File: src/rtl/dlx_pkg.sv
// Shared encodings, control bundles and pipeline-register layouts for the
// five-stage DLX core.
package dlx_pkg;

   localparam logic [5:0] OP_RTYPE = 6'h00;
   localparam logic [5:0] OP_J     = 6'h02;
   localparam logic [5:0] OP_BEQZ  = 6'h04;
   localparam logic [5:0] OP_BNEZ  = 6'h05;
   localparam logic [5:0] OP_ADDI  = 6'h08;
   localparam logic [5:0] OP_ANDI  = 6'h0C;
   localparam logic [5:0] OP_ORI   = 6'h0D;
   localparam logic [5:0] OP_LB    = 6'h20;
   localparam logic [5:0] OP_LH    = 6'h21;
   localparam logic [5:0] OP_LW    = 6'h23;
   localparam logic [5:0] OP_LBU   = 6'h24;
   localparam logic [5:0] OP_LHU   = 6'h25;
   localparam logic [5:0] OP_SB    = 6'h28;
   localparam logic [5:0] OP_SH    = 6'h29;
   localparam logic [5:0] OP_SW    = 6'h2B;

   localparam logic [5:0] F_ADD = 6'h20;
   localparam logic [5:0] F_SUB = 6'h22;
   localparam logic [5:0] F_AND = 6'h24;
   localparam logic [5:0] F_OR  = 6'h25;
   localparam logic [5:0] F_XOR = 6'h26;
   localparam logic [5:0] F_SLT = 6'h2A;

   localparam logic [1:0] DS_BYTE = 2'b00;
   localparam logic [1:0] DS_HALF = 2'b01;
   localparam logic [1:0] DS_WORD = 2'b11;

   // op 00 / funct 00 is undefined and therefore executes as a bubble
   localparam logic [31:0] NOP_INSTR = 32'h0000_0000;

   typedef enum logic [2:0] {
      ALU_ADD, ALU_SUB, ALU_AND, ALU_OR, ALU_XOR, ALU_SLT
   } alu_op_e;

   typedef enum logic [1:0] {
      BR_NONE, BR_BEQZ, BR_BNEZ, BR_JUMP
   } branch_e;

   typedef struct packed {
      alu_op_e    aluOp;
      logic       useImm;
      logic       regWrite;
      logic       memRead;
      logic       memWrite;
      logic       loadSigned;
      logic [1:0] dataSize;
      branch_e    branch;
   } ctrl_t;

   localparam ctrl_t CTRL_NOP = '{aluOp: ALU_ADD, useImm: 1'b0, regWrite: 1'b0,
                                  memRead: 1'b0, memWrite: 1'b0, loadSigned: 1'b0,
                                  dataSize: DS_WORD, branch: BR_NONE};

   typedef struct packed {
      logic [31:0] instr;
      logic [31:0] pc4;
   } ifid_t;

   typedef struct packed {
      ctrl_t       ctrl;
      logic [31:0] rsVal;
      logic [31:0] rtVal;
      logic [31:0] imm;
      logic [31:0] pc4;
      logic [4:0]  rsIdx;
      logic [4:0]  rtIdx;
      logic [4:0]  destIdx;
   } idex_t;

   typedef struct packed {
      logic        regWrite;
      logic        memRead;
      logic        memWrite;
      logic        loadSigned;
      logic [1:0]  dataSize;
      logic [31:0] aluResult;
      logic [31:0] storeData;
      logic [4:0]  destIdx;
   } exmem_t;

   typedef struct packed {
      logic        regWrite;
      logic [31:0] wbValue;
      logic [4:0]  destIdx;
   } memwb_t;

   localparam ifid_t IFID_NOP = '{instr: NOP_INSTR, pc4: 32'h0};

   localparam idex_t IDEX_NOP = '{ctrl: CTRL_NOP, rsVal: 32'h0, rtVal: 32'h0, imm: 32'h0,
                                  pc4: 32'h0, rsIdx: 5'd0, rtIdx: 5'd0, destIdx: 5'd0};

   localparam exmem_t EXMEM_NOP = '{regWrite: 1'b0, memRead: 1'b0, memWrite: 1'b0,
                                    loadSigned: 1'b0, dataSize: DS_WORD, aluResult: 32'h0,
                                    storeData: 32'h0, destIdx: 5'd0};

   localparam memwb_t MEMWB_NOP = '{regWrite: 1'b0, wbValue: 32'h0, destIdx: 5'd0};

   // Big-endian lane pick from the aligned dmem word: offset 0 is bits [31:24]
   function automatic logic [31:0] extractLoad(input logic [31:0] word,
                                               input logic [1:0]  addrLow,
                                               input logic [1:0]  size,
                                               input logic        signExt);
      logic [7:0]  lane8;
      logic [15:0] lane16;
      case (addrLow)
         2'd0:    lane8 = word[31:24];
         2'd1:    lane8 = word[23:16];
         2'd2:    lane8 = word[15:8];
         default: lane8 = word[7:0];
      endcase
      lane16 = addrLow[1] ? word[15:0] : word[31:16];
      case (size)
         DS_BYTE: return signExt ? {{24{lane8[7]}}, lane8} : {24'h0, lane8};
         DS_HALF: return signExt ? {{16{lane16[15]}}, lane16} : {16'h0, lane16};
         default: return word;
      endcase
   endfunction

endpackage

File: src/rtl/dlx_alu.sv
// Integer ALU for the EX stage; arithmetic wraps mod 2^32, SLT is signed.
module dlx_alu
   import dlx_pkg::*;
(
   input  alu_op_e     op_i,
   input  logic [31:0] a_i,
   input  logic [31:0] b_i,
   output logic [31:0] result_o
);

   always_comb begin
      case (op_i)
         ALU_SUB: result_o = a_i - b_i;
         ALU_AND: result_o = a_i & b_i;
         ALU_OR:  result_o = a_i | b_i;
         ALU_XOR: result_o = a_i ^ b_i;
         ALU_SLT: result_o = {31'h0, ($signed(a_i) < $signed(b_i))};
         default: result_o = a_i + b_i;
      endcase
   end

endmodule

File: src/rtl/dlx_regfile.sv
// 32x32 register file; r0 is hardwired to zero and a same-cycle write is
// visible on the read ports.
module dlx_regfile (
   input  logic        clk,
   input  logic        rst_n,
   input  logic        we_i,
   input  logic [4:0]  waddr_i,
   input  logic [31:0] wdata_i,
   input  logic [4:0]  raddrA_i,
   output logic [31:0] rdataA_o,
   input  logic [4:0]  raddrB_i,
   output logic [31:0] rdataB_o
);

   logic [31:0] regs_q [32];

   always_ff @(posedge clk or negedge rst_n) begin
      if (!rst_n) begin
         for (int i = 0; i < 32; i++) begin
            regs_q[i] <= 32'h0;
         end
      end else if (we_i && (waddr_i != 5'd0)) begin
         regs_q[waddr_i] <= wdata_i;
      end
   end

   always_comb begin
      if (raddrA_i == 5'd0) begin
         rdataA_o = 32'h0;
      end else if (we_i && (waddr_i == raddrA_i)) begin
         rdataA_o = wdata_i;
      end else begin
         rdataA_o = regs_q[raddrA_i];
      end
   end

   always_comb begin
      if (raddrB_i == 5'd0) begin
         rdataB_o = 32'h0;
      end else if (we_i && (waddr_i == raddrB_i)) begin
         rdataB_o = wdata_i;
      end else begin
         rdataB_o = regs_q[raddrB_i];
      end
   end

endmodule

File: src/rtl/dlx_pipeline.sv
// Five-stage in-order DLX core with EX-stage branch resolution, full
// forwarding into EX and a one-cycle load-use interlock.
module dlx_pipeline
   import dlx_pkg::*;
#(
   parameter logic [31:0] RESET_PC = 32'h0000_0000
) (
   input  logic        clk,
   input  logic        rst_n,
   input  logic        pcSelector,
   input  logic [31:0] startAddress,
   input  logic [31:0] unshiftedMemDataUnsigned,
   input  logic [31:0] instruction,
   output logic [31:0] currentAddress,
   output logic [31:0] aluResultMem,
   output logic [31:0] busBMem2,
   output logic        memWr,
   output logic [1:0]  dataSize
);

   logic [31:0] pc_q, pc_d;
   ifid_t       ifid_q, ifid_d;
   idex_t       idex_q, idex_d, idexDecoded;
   exmem_t      exmem_q, exmem_d;
   memwb_t      memwb_q, memwb_d;

   logic [5:0]  opcode, funct;
   logic [4:0]  rsIdx, rtIdx, rdIdx;
   logic [15:0] imm16;
   ctrl_t       idCtrl;
   logic [4:0]  idDest;
   logic [31:0] idImm;
   logic        usesRs, usesRt;
   logic [31:0] rfRsData, rfRtData;
   logic        loadUseStall;

   logic [31:0] fwdA, fwdB, aluB, aluOut, branchTarget, loadValue, pcPlus4;
   logic        branchTaken;

   assign opcode  = ifid_q.instr[31:26];
   assign rsIdx   = ifid_q.instr[25:21];
   assign rtIdx   = ifid_q.instr[20:16];
   assign rdIdx   = ifid_q.instr[15:11];
   assign funct   = ifid_q.instr[5:0];
   assign imm16   = ifid_q.instr[15:0];
   assign pcPlus4 = pc_q + 32'd4;

   dlx_regfile u_regfile (
      .clk      (clk),
      .rst_n    (rst_n),
      .we_i     (memwb_q.regWrite),
      .waddr_i  (memwb_q.destIdx),
      .wdata_i  (memwb_q.wbValue),
      .raddrA_i (rsIdx),
      .rdataA_o (rfRsData),
      .raddrB_i (rtIdx),
      .rdataB_o (rfRtData)
   );

   always_comb begin
      idCtrl = CTRL_NOP;
      idDest = 5'd0;
      idImm  = {{16{imm16[15]}}, imm16};
      usesRs = 1'b0;
      usesRt = 1'b0;
      case (opcode)
         OP_RTYPE: begin
            idDest          = rdIdx;
            usesRs          = 1'b1;
            usesRt          = 1'b1;
            idCtrl.regWrite = 1'b1;
            case (funct)
               F_ADD:   idCtrl.aluOp = ALU_ADD;
               F_SUB:   idCtrl.aluOp = ALU_SUB;
               F_AND:   idCtrl.aluOp = ALU_AND;
               F_OR:    idCtrl.aluOp = ALU_OR;
               F_XOR:   idCtrl.aluOp = ALU_XOR;
               F_SLT:   idCtrl.aluOp = ALU_SLT;
               default: idCtrl.regWrite = 1'b0;
            endcase
         end
         OP_ADDI, OP_ANDI, OP_ORI: begin
            idDest          = rtIdx;
            usesRs          = 1'b1;
            idCtrl.useImm   = 1'b1;
            idCtrl.regWrite = 1'b1;
            if (opcode == OP_ANDI) begin
               idCtrl.aluOp = ALU_AND;
               idImm        = {16'h0, imm16};
            end else if (opcode == OP_ORI) begin
               idCtrl.aluOp = ALU_OR;
               idImm        = {16'h0, imm16};
            end
         end
         OP_LB, OP_LH, OP_LW, OP_LBU, OP_LHU: begin
            idDest            = rtIdx;
            usesRs            = 1'b1;
            idCtrl.useImm     = 1'b1;
            idCtrl.regWrite   = 1'b1;
            idCtrl.memRead    = 1'b1;
            idCtrl.loadSigned = (opcode == OP_LB) || (opcode == OP_LH);
            if ((opcode == OP_LB) || (opcode == OP_LBU)) begin
               idCtrl.dataSize = DS_BYTE;
            end else if ((opcode == OP_LH) || (opcode == OP_LHU)) begin
               idCtrl.dataSize = DS_HALF;
            end
         end
         OP_SB, OP_SH, OP_SW: begin
            usesRs          = 1'b1;
            usesRt          = 1'b1;
            idCtrl.useImm   = 1'b1;
            idCtrl.memWrite = 1'b1;
            if (opcode == OP_SB) begin
               idCtrl.dataSize = DS_BYTE;
            end else if (opcode == OP_SH) begin
               idCtrl.dataSize = DS_HALF;
            end
         end
         OP_BEQZ: begin
            usesRs        = 1'b1;
            idCtrl.branch = BR_BEQZ;
         end
         OP_BNEZ: begin
            usesRs        = 1'b1;
            idCtrl.branch = BR_BNEZ;
         end
         OP_J: begin
            idCtrl.branch = BR_JUMP;
            idImm         = {{6{ifid_q.instr[25]}}, ifid_q.instr[25:0]};
         end
         default: ;
      endcase
   end

   always_comb begin
      idexDecoded         = IDEX_NOP;
      idexDecoded.ctrl    = idCtrl;
      idexDecoded.rsVal   = rfRsData;
      idexDecoded.rtVal   = rfRtData;
      idexDecoded.imm     = idImm;
      idexDecoded.pc4     = ifid_q.pc4;
      idexDecoded.rsIdx   = rsIdx;
      idexDecoded.rtIdx   = rtIdx;
      idexDecoded.destIdx = idDest;
   end

   // A load's data only exists in MEM, so its direct consumer must wait a cycle
   assign loadUseStall = idex_q.ctrl.memRead && (idex_q.destIdx != 5'd0) &&
                         ((usesRs && (rsIdx == idex_q.destIdx)) ||
                          (usesRt && (rtIdx == idex_q.destIdx)));

   always_comb begin
      fwdA = idex_q.rsVal;
      fwdB = idex_q.rtVal;
      if (memwb_q.regWrite && (memwb_q.destIdx != 5'd0)) begin
         if (memwb_q.destIdx == idex_q.rsIdx) fwdA = memwb_q.wbValue;
         if (memwb_q.destIdx == idex_q.rtIdx) fwdB = memwb_q.wbValue;
      end
      if (exmem_q.regWrite && !exmem_q.memRead && (exmem_q.destIdx != 5'd0)) begin
         if (exmem_q.destIdx == idex_q.rsIdx) fwdA = exmem_q.aluResult;
         if (exmem_q.destIdx == idex_q.rtIdx) fwdB = exmem_q.aluResult;
      end
   end

   assign aluB = idex_q.ctrl.useImm ? idex_q.imm : fwdB;

   dlx_alu u_alu (
      .op_i     (idex_q.ctrl.aluOp),
      .a_i      (fwdA),
      .b_i      (aluB),
      .result_o (aluOut)
   );

   assign branchTarget = idex_q.pc4 + idex_q.imm;

   always_comb begin
      case (idex_q.ctrl.branch)
         BR_BEQZ: branchTaken = (fwdA == 32'h0);
         BR_BNEZ: branchTaken = (fwdA != 32'h0);
         BR_JUMP: branchTaken = 1'b1;
         default: branchTaken = 1'b0;
      endcase
   end

   always_comb begin
      exmem_d            = EXMEM_NOP;
      exmem_d.regWrite   = idex_q.ctrl.regWrite;
      exmem_d.memRead    = idex_q.ctrl.memRead;
      exmem_d.memWrite   = idex_q.ctrl.memWrite;
      exmem_d.loadSigned = idex_q.ctrl.loadSigned;
      exmem_d.dataSize   = idex_q.ctrl.dataSize;
      exmem_d.aluResult  = aluOut;
      exmem_d.storeData  = fwdB;
      exmem_d.destIdx    = idex_q.destIdx;
   end

   assign loadValue = extractLoad(unshiftedMemDataUnsigned, exmem_q.aluResult[1:0],
                                  exmem_q.dataSize, exmem_q.loadSigned);

   always_comb begin
      memwb_d.regWrite = exmem_q.regWrite;
      memwb_d.wbValue  = exmem_q.memRead ? loadValue : exmem_q.aluResult;
      memwb_d.destIdx  = exmem_q.destIdx;
   end

   // Front-end steering: restart beats redirect beats interlock beats PC+4
   always_comb begin
      pc_d   = pcPlus4;
      ifid_d = '{instr: instruction, pc4: pcPlus4};
      idex_d = idexDecoded;
      if (pcSelector) begin
         pc_d   = startAddress;
         ifid_d = IFID_NOP;
         idex_d = IDEX_NOP;
      end else if (branchTaken) begin
         pc_d   = branchTarget;
         ifid_d = IFID_NOP;
         idex_d = IDEX_NOP;
      end else if (loadUseStall) begin
         pc_d   = pc_q;
         ifid_d = ifid_q;
         idex_d = IDEX_NOP;
      end
   end

   always_ff @(posedge clk or negedge rst_n) begin
      if (!rst_n) begin
         pc_q    <= RESET_PC;
         ifid_q  <= IFID_NOP;
         idex_q  <= IDEX_NOP;
         exmem_q <= EXMEM_NOP;
         memwb_q <= MEMWB_NOP;
      end else begin
         pc_q    <= pc_d;
         ifid_q  <= ifid_d;
         idex_q  <= idex_d;
         exmem_q <= exmem_d;
         memwb_q <= memwb_d;
      end
   end

   assign currentAddress = pc_q;
   assign aluResultMem   = exmem_q.aluResult;
   assign busBMem2       = exmem_q.storeData;
   assign memWr          = exmem_q.memWrite;
   assign dataSize       = exmem_q.dataSize;

endmodule

File: config.mk
export PLATFORM = sky130hd
export DESIGN_NAME = dlx_pipeline
export DESIGN_NICKNAME = d
export VERILOG_FILES = /design/src/rtl/dlx_pkg.sv /design/src/rtl/dlx_alu.sv /design/src/rtl/dlx_regfile.sv /design/src/rtl/dlx_pipeline.sv
export SDC_FILE = /design/constraint.sdc
export NUM_CORES = 2
export LEC_CHECK = 0
export ABC_AREA = 1
export CORE_MARGIN = 1
export CORE_UTILIZATION = 39
export CTS_CLUSTER_DIAMETER = 50
export CTS_CLUSTER_SIZE = 16
export DETAILED_ROUTE_END_ITERATION = 10
export PLACE_DENSITY = 0.6
export SYNTH_ARGS = -nofsm -noshare
export SYNTH_HDL_FRONTEND = slang
export SYNTH_SLANG_ARGS = --single-unit
File: constraint.sdc
create_clock -name clk -period 4.4 [get_ports clk]
set_input_delay 0.88 -clock clk [delete_from_list [all_inputs] [get_ports clk]]
set_output_delay 0.88 -clock clk [all_outputs]
set_load 0.02 [all_outputs]
==> flow_metrics.env <==
export IMPL_status="finished clean"
export IMPL_synth_area_leaders="dfrtp_1, o21ai_0, nand2_1"
export IMPL_hp_class="register to register"
export IMPL_viasPerCell=6.01
export IMPL_drc_errors=0
export IMPL_regArea_um2=34600
export IMPL_syn_to_final_growth_pct=15.8
export IMPL_clock_latency_ns=0.85
export IMPL_p_seq_share_pct=37.9
export IMPL_finalSetupViolCount=0
export IMPL_tritoncts="built"
export IMPL_core_area_um2=200000
export IMPL_synthTopCellsByCount="o21ai_0, nand2_1, dfrtp_1"
export IMPL_rows=164
export IMPL_finalHoldViolCount=0
export IMPL_synth_top_family_by_area="compound AO/OA/AOI/OAI gates"
export IMPL_cp_required_ns=5.15
export IMPL_peakVddDrop_uv=437
export IMPL_grt_pass1_wl_um=500000
export IMPL_sw_frac_of_total_pct=35.9
export IMPL_synthAdderAreaFrac_pct=2.03
export IMPL_netlist_area_um2=78400
export IMPL_place_ws_ns=0.0156
export IMPL_arrival_ns=4.91
export IMPL_tightest_slew_ns=1.31
export IMPL_slew_limit_headroom_pct=12.6
export IMPL_cp_start_kind="register"
export IMPL_synth_compound_area_share_pct=25.6
export IMPL_numPortBuffers=197
export IMPL_leakage_uw=0.0396
export IMPL_drt_first_pass_iters=7
export IMPL_dpl_hpwl_um=214000
export IMPL_cts_root_buffer="clkbuf_16"
export IMPL_htreeDepth=4
export IMPL_critPathCaptureType="register"
export IMPL_die_area_um2=203000
export IMPL_synth_xor_area_share_pct=0.905
export IMPL_layout_drive_gt1_share_pct=9.44
export IMPL_synth_nets=10600
export IMPL_cp_max_fo=22
export IMPL_muxShareOfSynthArea_pct=0
export IMPL_nets=10600
export IMPL_gp_congestion=1.02
export IMPL_synth_area_leader_cell="dfrtp_1"
export IMPL_overflow=0
export IMPL_rrSetupSlack_ns=0.24
export IMPL_dr_first_iter_drc_count=10900
export IMPL_clock_skew_ns=0.0391
export IMPL_nFillCells=19700
export IMPL_ys_seq_elements=1382
export IMPL_postSynthCellCount=10400
export IMPL_power_switching_uw=13600
export IMPL_wirelength_um=340000
export IMPL_power_frac_comb_pct=23.5
export IMPL_slew_viol_final=0
export IMPL_synth_top_cell_area_share_pct=44.0
export IMPL_ys_async_sr_fraction_pct=100
export IMPL_numCtsBuffers=163
export IMPL_crit_type="register to register"
export IMPL_setup_ws_ns=0.238
export IMPL_antenna_left=0
export IMPL_grt_max_degree=202
export IMPL_initial_utilization_pct=39.3
export IMPL_pwr_share_clk_pct=38.6
export IMPL_synth_edf_count=0
export IMPL_seq_area_frac_synth_pct=44.1
export IMPL_fin_crit_sh_pct=94.6
export IMPL_die_w_um=450
export IMPL_syn_area_per_cell_um2=7.53
export IMPL_ys_types=57
export IMPL_ys_flop_type="dfrtp_1"
export IMPL_synthSimpleGateAreaFrac_pct=17.2
export IMPL_antenna_found_initial=9
export IMPL_grtUsageTotal_pct=32.6
export IMPL_cts_sinks=1382
export IMPL_routedWlPerCell_um=25.9
export IMPL_fmax_mhz=240
export IMPL_multi_input_area_um2=36200
export IMPL_grt_pass1_vias=75600
export IMPL_yosysMostFrequentCell="o21ai_0"
export IMPL_max_cap_violations=0
export IMPL_setup_tns_ns=0
export IMPL_p_int_uw=24300
export IMPL_vias=78900
export IMPL_clk_path_buf_depth=3
export IMPL_ios=198
export IMPL_utilization_pct=45.5
export IMPL_yosys_warnings=0
export IMPL_power_density_nw_per_um2=418
export IMPL_post_route_min_period_ns=4.16
export IMPL_fp_dieH_um=450
export IMPL_clk_pin_slew_ns=0.06
## final timing paths
path / end / cells after the start / from
worst max-delay path: aluResultMem[30] / 26 / idex_q[9]
worst min-delay path: exmem_q[71] / 0 / exmem_d[71]
worst max register to register: aluResultMem[30] / 26 / idex_q[9]
worst min register to register: exmem_q[71] / 0 / exmem_d[71]
max in group asynchronous: idexDecoded[7] / 3 / rst_n
min in group asynchronous: u_regfile.regs_q[359] / 2 / rst_n
## sequential cells by signal (all words and copies together) (netlist names)
| name | cells |
|---|---|
| aluResultMem | 32 |
| busBMem2 | 32 |
| ifid_q | 16 |
| exmem_q | 8 |
| idexDecoded | 42 |
| u_regfile.regs_q | 1024 |
| currentAddress | 32 |
| exmem_d | 11 |
| dataSize | 2 |
| funct | 6 |
| idex_q | 138 |
| memWr | 1 |
| memwb_q | 38 |
## placed cells by master, fill, tap and decap left out, types with 21 or more instances in the layout
cell / count
or2_2: 40
xor2_1: 59
dfrtp_1: 1369
inv_6: 29
buf_12: 68
a31oi_1: 38
nor4_1: 21
a211oi_1: 34
nand4_1: 89
nand2_1: 1729
clkbuf_16: 168
a21oi_1: 1079
ha_1: 119
xnor2_1: 22
o2111ai_1: 289
buf_4: 463
clkdlybuf4s50_1: 196
inv_1: 1031
nor3_1: 39
o211ai_1: 57
o311ai_0: 62
o221ai_1: 21
o21ai_0: 1804
o22ai_1: 65
nand3_1: 718
a221oi_1: 24
o21ai_1: 60
nor2_1: 474
## cell type report
type	count	share of cell area, %
diodes	2	0.00551
clock buffers	187	4.81
clock inverters	114	1.52
inverters	1056	4.41
multi-input cells	7004	39.9
flip-flops and latches	1382	38.1
well taps	2656	3.66
repair buffers	731	7.55
## logic make-up (layout without fill, tap and decap cells)
| family | count (synthesis) | after routing |
|---|---|---|
| adders and majority gates | 126 | 126 |
| AOI/OAI and AO/OA | 3605 | 3605 |
| other | 0 | 2 |
| buffers and inverters | 2024 | 2088 |
| xor gates and xnor gates | 81 | 81 |
| DFF | 1382 | 1382 |
| and+or+nand+nor | 3192 | 3192 |
## power groups by stage
stage	sequential [uW]	clock, uW	combinational, uW
2_1_floorplan	13900	0	4950
3_3_place_gp	14600	0	8630
3_5_place_dp	14600	0	8640
4_1_cts	14300	14800	8680
5_1_grt	14400	15300	9500
6_report	14400	14600	8910
## metal layers
metal / GRT usage, % / routed length (um)
met3: 6.84 / 33400
met5: 0 / 67
met1: 43.7 / 139000
met4: 18.0 / 20500
met2: 49.0 / 147000
## critical path, cell delays in order, from the launching register on
cell and delay [ns]:
dfrtp_1 0.40, buf_4 0.14, xnor2_1 0.13, nand2_1 0.07
nor2_1 0.13, nand3_2 0.14, buf_4 0.17, buf_12 0.15
buf_4 0.17, o21ai_0 0.08, o22ai_1 0.12, o21ai_1 0.18
inv_1 0.07, ha_2 0.37, nand2_1 0.08, o21a_1 0.22
buf_4 0.15, nor2_1 0.09, nor2_1 0.05, o211ai_1 0.37
nand3_1 0.13, o211ai_1 0.16, nand3_1 0.11, nand2_1 0.09
xor2_1 0.15, nand2_1 0.07, nand3_1 0.08
## per-stage QoR
stage | cell area [um2] | total power [uW] | hold WS, ns | instances
after floorplan | 78400 | 18800 | 0.331 | 10400
after global placement | 84900 | 23200 | 0.341 | 12800
after detailed placement | 84900 | 23200 | 0.337 | 12800
after CTS | 90600 | 37800 | 0.352 | 13100
after global routing | 90800 | 39200 | 0.360 | 13100
final | 90800 | 37900 | 0.352 | 13100
## what timing repair did
item	in CTS	in global routing
buffers inserted	0	5
gates resized for setup	1	44
pin swaps	0	7
endpoints found under the hold margin	16	0
setup endpoints to repair	1	74
hold buffers	1	0
Power figures use the tool's default switching activity.
